$ cat config.mk
export PLATFORM = sky130hd
export DESIGN_NAME = rep_add_multiplier
export DESIGN_NICKNAME = d
export VERILOG_FILES = /design/src/rtl/rep_add_pkg.sv /design/src/rtl/rep_add_datapath.sv /design/src/rtl/rep_add_multiplier.sv
export SDC_FILE = /design/constraint.sdc
export NUM_CORES = 1
export LEC_CHECK = 0
export BUFFER_PORTS_ARGS = -buffer_cell sky130_fd_sc_hd__buf_4
export CAP_MARGIN = 25
export CORE_UTILIZATION = 38
export DETAILED_ROUTE_END_ITERATION = 12
export PLACE_DENSITY = 0.68
export SYNTH_ARGS = -nofsm -noshare
export SYNTH_HDL_FRONTEND = slang
export SYNTH_SLANG_ARGS = --single-unit
$ cat constraint.sdc
create_clock -name clk -period 4.7 [get_ports clk]
set_clock_uncertainty 0.2 [all_clocks]
set_input_delay 0.47 -clock clk [delete_from_list [all_inputs] [get_ports clk]]
set_output_delay 0.47 -clock clk [all_outputs]
set_load 0.02 [all_outputs]
$ cat src/rtl/rep_add_pkg.sv
// rep_add_pkg
// Shared definitions for the repeated-addition multiplier: FSM state
// encoding and the default operand width.
// Optional feature macro used by this slice: REP_ADD_OPSWAP_EN.
package rep_add_pkg;

  localparam int REP_ADD_WIDTH = 16;

  typedef enum logic [1:0] {
    ST_IDLE  = 2'd0,
    ST_LOAD  = 2'd1,
    ST_ACCUM = 2'd2,
    ST_DONE  = 2'd3
  } state_t;

endpackage

$ cat src/rtl/rep_add_datapath.sv
// rep_add_datapath
// Operand, repeat-count and product registers with the accumulate adder,
// the count decrementer and the count==0 / count==1 flags.
// Ports:
//   clk, rst      clock, async active-high reset
//   i_load        capture operands and clear the product
//   i_accum       product += A, B -= 1
//   i_a, i_b      operands from the top-level inputs
//   o_product     product register
//   o_b_zero      repeat count is zero
//   o_b_one       repeat count is one (last accumulate)
// Macro REP_ADD_OPSWAP_EN: capture the larger operand as the addend so
// the repeat count becomes min(a, b).
module rep_add_datapath #(
  parameter int WIDTH  = 16,
  parameter int PWIDTH = 2 * WIDTH
) (
  input  logic              clk,
  input  logic              rst,
  input  logic              i_load,
  input  logic              i_accum,
  input  logic [WIDTH-1:0]  i_a,
  input  logic [WIDTH-1:0]  i_b,
  output logic [PWIDTH-1:0] o_product,
  output logic              o_b_zero,
  output logic              o_b_one
);

  logic [WIDTH-1:0]  r_a;
  logic [WIDTH-1:0]  r_b;
  logic [PWIDTH-1:0] r_product;
  logic [WIDTH-1:0]  w_a_cap;
  logic [WIDTH-1:0]  w_b_cap;
  logic [PWIDTH-1:0] w_a_ext;
  logic [PWIDTH-1:0] w_sum;
  logic [WIDTH-1:0]  w_b_dec;

`ifdef REP_ADD_OPSWAP_EN
  logic w_swap;
  assign w_swap  = (i_b > i_a);
  assign w_a_cap = w_swap ? i_b : i_a;
  assign w_b_cap = w_swap ? i_a : i_b;
`else
  assign w_a_cap = i_a;
  assign w_b_cap = i_b;
`endif

  assign w_a_ext = {{(PWIDTH-WIDTH){1'b0}}, r_a};
  assign w_sum   = r_product + w_a_ext;
  assign w_b_dec = r_b - {{(WIDTH-1){1'b0}}, 1'b1};

  always_ff @(posedge clk or posedge rst) begin
    if (rst) begin
      r_a       <= '0;
      r_b       <= '0;
      r_product <= '0;
    end else if (i_load) begin
      r_a       <= w_a_cap;
      r_b       <= w_b_cap;
      r_product <= '0;
    end else if (i_accum) begin
      r_product <= w_sum;
      r_b       <= w_b_dec;
    end
  end

  assign o_product = r_product;
  assign o_b_zero  = (r_b == '0);
  assign o_b_one   = (r_b == {{(WIDTH-1){1'b0}}, 1'b1});

endmodule

$ cat src/rtl/rep_add_multiplier.sv
// rep_add_multiplier
// Unsigned multiplier by repeated addition: product = a_in added b_in times.
// Ports:
//   clk, rst        clock, async active-high reset
//   start           request; only sampled in IDLE
//   a_in, b_in      operands, captured on an accepted start
//   busy            high in LOAD and ACCUM
//   done            one-cycle pulse in DONE
//   product         result, held until the next accepted start
// Macro REP_ADD_OPSWAP_EN: repeat count becomes min(a_in, b_in).
//
// state    | meaning
// ---------+----------------------------------------------
// ST_IDLE  | waiting for start
// ST_LOAD  | operands captured, test for zero repeat count
// ST_ACCUM | product += A once per cycle, count down B
// ST_DONE  | result valid, done pulse
module rep_add_multiplier
  import rep_add_pkg::*;
#(
  parameter int WIDTH  = REP_ADD_WIDTH,
  parameter int PWIDTH = 2 * WIDTH
) (
  input  logic              clk,
  input  logic              rst,
  input  logic              start,
  input  logic [WIDTH-1:0]  a_in,
  input  logic [WIDTH-1:0]  b_in,
  output logic              busy,
  output logic              done,
  output logic [PWIDTH-1:0] product
);

  state_t r_state;
  state_t w_next;
  logic   w_load;
  logic   w_accum;
  logic   w_b_zero;
  logic   w_b_one;

  always_ff @(posedge clk or posedge rst) begin
    if (rst) r_state <= ST_IDLE;
    else     r_state <= w_next;
  end

  always_comb begin
    w_next = r_state;
    case (r_state)
      ST_IDLE:  if (start) w_next = ST_LOAD;
      ST_LOAD:  w_next = w_b_zero ? ST_DONE : ST_ACCUM;
      // B==1 means this edge performs the final addition.
      ST_ACCUM: if (w_b_one) w_next = ST_DONE;
      ST_DONE:  w_next = ST_IDLE;
      default:  w_next = ST_IDLE;
    endcase
  end

  always_comb begin
    w_load  = (r_state == ST_IDLE) && start;
    w_accum = (r_state == ST_ACCUM);
    busy    = (r_state == ST_LOAD) || (r_state == ST_ACCUM);
    done    = (r_state == ST_DONE);
  end

  rep_add_datapath #(
    .WIDTH  (WIDTH),
    .PWIDTH (PWIDTH)
  ) u_datapath (
    .clk       (clk),
    .rst       (rst),
    .i_load    (w_load),
    .i_accum   (w_accum),
    .i_a       (a_in),
    .i_b       (b_in),
    .o_product (product),
    .o_b_zero  (w_b_zero),
    .o_b_one   (w_b_one)
  );

endmodule

==> metrics.yaml <==
worst_hold_path:
  worstHoldStart: "a_in[15]"
  holdPathStages: 3
  hold_class: "in2reg"
  min_to: "u_datapath.r_a[15]$_DFFE_PP0P_"
global_routing:
  grt_overflow: 0
  grt_max_degree: 67
  gr-usage-all-layers: 0.188
  grt_pass1_vias: 3426
  grt_pass1_wl_mm: 16.5
  antenna_found_initial: 0
pwr:
  p_int_mw: 1.90
  sequentialPowerShare: 0.294
  power_frac_clock: 0.205
  finalPower_mw: 3.30
  switchingPower_mw: 1.40
  p_comb_frac: 0.500
  power.leakage_nw: 2.31
  power_switching_share: 0.423
  p_per_area_mw_per_mm2: 675
  vdd_drop_max_mv: 0.260
timing:
  finalCritPeriodShare: 0.624
  rsz0062_at_grt: "false"
  fin_crit_ns: 2.93
  fin_setup_tns_ns: 0
  maxSlewViolCount: 0
  worst_pin_slew_ns: 0.840
  setup_viol: 0
  finalHoldViolCount: 0
  max_freq_mhz: 341
  maxSlewHeadroom: 0.440
placed_design:
  port_buffers: 68
  placed_cell_area_mm2: 0.00460
  hpwl_mm: 6.64
  place.gp.congestion: 0.822
job:
  drv_cap: 0
final_layout:
  num_antenna_cells: 0
  drive_gt1_frac: 0.188
  fin_nets: 570
  design_area_mm2: 0.00489
  syn_to_final_growth_pct: 23.5
logic_synthesis:
  async_flop_share: 1.00
  yosys_warnings: 0
  synth_seq_area_share: 0.417
  synth_cell_type_count: 55
  syn_nets: 503
  syn_inst: 444
  synth_edf_count: 0
  synth_top_area_cell: "dfrtp_1"
  synth.top_cell.area_share: 0.417
  synth-seq-cells: 66
  avgSynthCellArea_um2: 8.92
  netlist_area_mm2: 0.00396
  ys_top_cells_by_area: "dfrtp_1 42%, nand2_1 8.4%, ha_1 7.3%"
  synth-main-ff-cell: "dfrtp_1"
clocking:
  clk_pin_slew_ns: 0.07
  postCtsSetupBuffers: 0
  cts_resized: 0
  cts_buffers: 9
  clkLatencyLatePin_ns: 0.35
  htreeDepth: 3
  clock_path_buffers: 2
  cts_hold_buffers: 0
  cts_num_sinks: 66
  cts_tree: "yes"
  clockRootBuffer: "clkbuf_8"
drt:
  viasPerCell: 5.18
  wire_per_inst_um: 14.9
  drt_iter0_drc: 186
  finalWirelength_mm: 9.64
  dr.pass1.iters: 7
  postRouteAntennaNets: 0
  drc: 0
  num_vias: 3364
critical_path:
  r2r-end: "u_datapath.o_product[26]$_DFFE_PP0P_"
  critPathCaptureType: "register"
  crit_type: "reg2reg"
  r2r-start: "u_datapath.o_product[0]$_DFFE_PP0P_"
  path_max_fanout: 8
  cp_cell_sequence: "ha_1 > fa_1 > a21o_1 > a221oi_2 > o22ai_4 > nor2_1 > nor4_1 > o21a_1"
  rr_worst_depth: 8
  worstPathRequired_ns: 4.74
  cp-start-kind: "register"
  r2r_setup_slack_ns: 1.77
  critPathArrivalTime_ns: 2.98
  max_stage_delay_ns: 0.51
  critPathSlowestCell: "a221oi_2"
floorplanning:
  die-area_mm2: 0.0108
  io_pins: 69
  coreArea_mm2: 0.00995
  rows: 36
  die_width_um: 104
  die_h_um: 104
  start_util: 0.398
status:
  status: "complete, no violations"
-- cell usage after synthesis (10+ instances only) --
cell and number:
a21oi_1 18, xor2_1 14, nand3_1 11, nor3_1 10
nor2_1 32, dfrtp_1 66, xnor2_1 21, o21ai_0 34
inv_1 10, clkbuf_1 12, ha_1 23, nand2_1 89
-- how the worst max path moves through the flow --
stage                     cells after the start                                    to  slack (ns)                                  from
final                                         8  u_datapath.o_product[26]$_DFFE_PP0P_        1.77   u_datapath.o_product[0]$_DFFE_PP0P_
after global routing                          8  u_datapath.o_product[22]$_DFFE_PP0P_        1.56   u_datapath.o_product[0]$_DFFE_PP0P_
after CTS                                     7  u_datapath.o_product[23]$_DFFE_PP0P_        1.75  u_datapath.o_product[12]$_DFFE_PP0P_
after detailed placement                      7  u_datapath.o_product[21]$_DFFE_PP0P_        1.76  u_datapath.o_product[12]$_DFFE_PP0P_
after global placement                        8  u_datapath.o_product[22]$_DFFE_PP0P_        1.83   u_datapath.o_product[0]$_DFFE_PP0P_
after floorplan                               8  u_datapath.o_product[14]$_DFFE_PP0P_        2.01   u_datapath.o_product[0]$_DFFE_PP0P_
-- kinds of logic after synthesis --
family,Yosys count,share of synthesized area
AOI/OAI and AO/OA,94,0.154
xor gates and xnor gates,35,0.0774
adders and majority gates,24,0.0777
buffers and inverters,27,0.0265
DFF,66,0.417
muxes,10,0.0256
and+or+nand+nor,188,0.221
-- final cells by class --
| type | count | area, µm² |
|---|---|---|
| Fill cell | 972 | 5060 |
| Multi-Input combinational cell | 351 | 2200 |
| Sequential cell | 66 | 1650 |
| Timing Repair Buffer | 73 | 546 |
| Tap cell | 133 | 166 |
| Clock buffer | 12 | 165 |
| Clock inverter | 4 | 120 |
| Inverter | 10 | 37.5 |
-- per-layer routing --
metal,part of all wire,wire length [µm],track usage
met4,0.0097,94,0.0735
met2,0.48,4590,0.311
met5,0,0,0
met1,0.47,4560,0.242
met3,0.041,398,0.0382
-- cell usage in the layout (no fill, tap or decap), types with 8 or more instances in the layout --
cell and instances:
nand2_1 89, buf_4 72, dfrtp_1 66, o21ai_0 34, nor2_1 32, ha_1 23
xnor2_1 21, a21oi_1 18, xor2_1 14, clkbuf_8 12, nand3_1 11, nor3_1 10
mux2i_1 9, inv_1 9, nand4_1 8, a21o_1 8
-- per-stage QoR --
step           cells  hold WS, ns  utilization  setup slack, ns
3_3_place_gp     632        0.268        0.462             1.83
6_report         649        0.104        0.491             1.77
3_5_place_dp     632        0.276        0.462             1.76
5_1_grt          649        0.104        0.491             1.56
4_1_cts          648       0.0875        0.491             1.75
2_1_floorplan    444        0.250            -             2.01
-- sequential cells by signal (all words and copies together), names as in the netlist --
register	flops
u_datapath.o_product	32
u_datapath.r_b	16
u_datapath.r_a	16
r_state	2
-- worst max-delay path: cells and delay by family (launching register included) --
kind	cells	cell delay, ns
and+or+nand+nor	2	0.45
adders and majority gates	2	0.66
AOI/OAI and AO/OA	4	1.12
DFF	1	0.40
-- power by group through the flow --
stage | Combinational, mW | Clock, mW | Sequential (mW)
after global placement | 1.60 | 0 | 0.970
after CTS | 1.65 | 0.695 | 0.973
final | 1.65 | 0.678 | 0.973
after detailed placement | 1.64 | 0 | 0.981
after floorplan | 1.16 | 0 | 1.01
after global routing | 1.86 | 0.717 | 1.01
(Power assumes the default switching activity.)
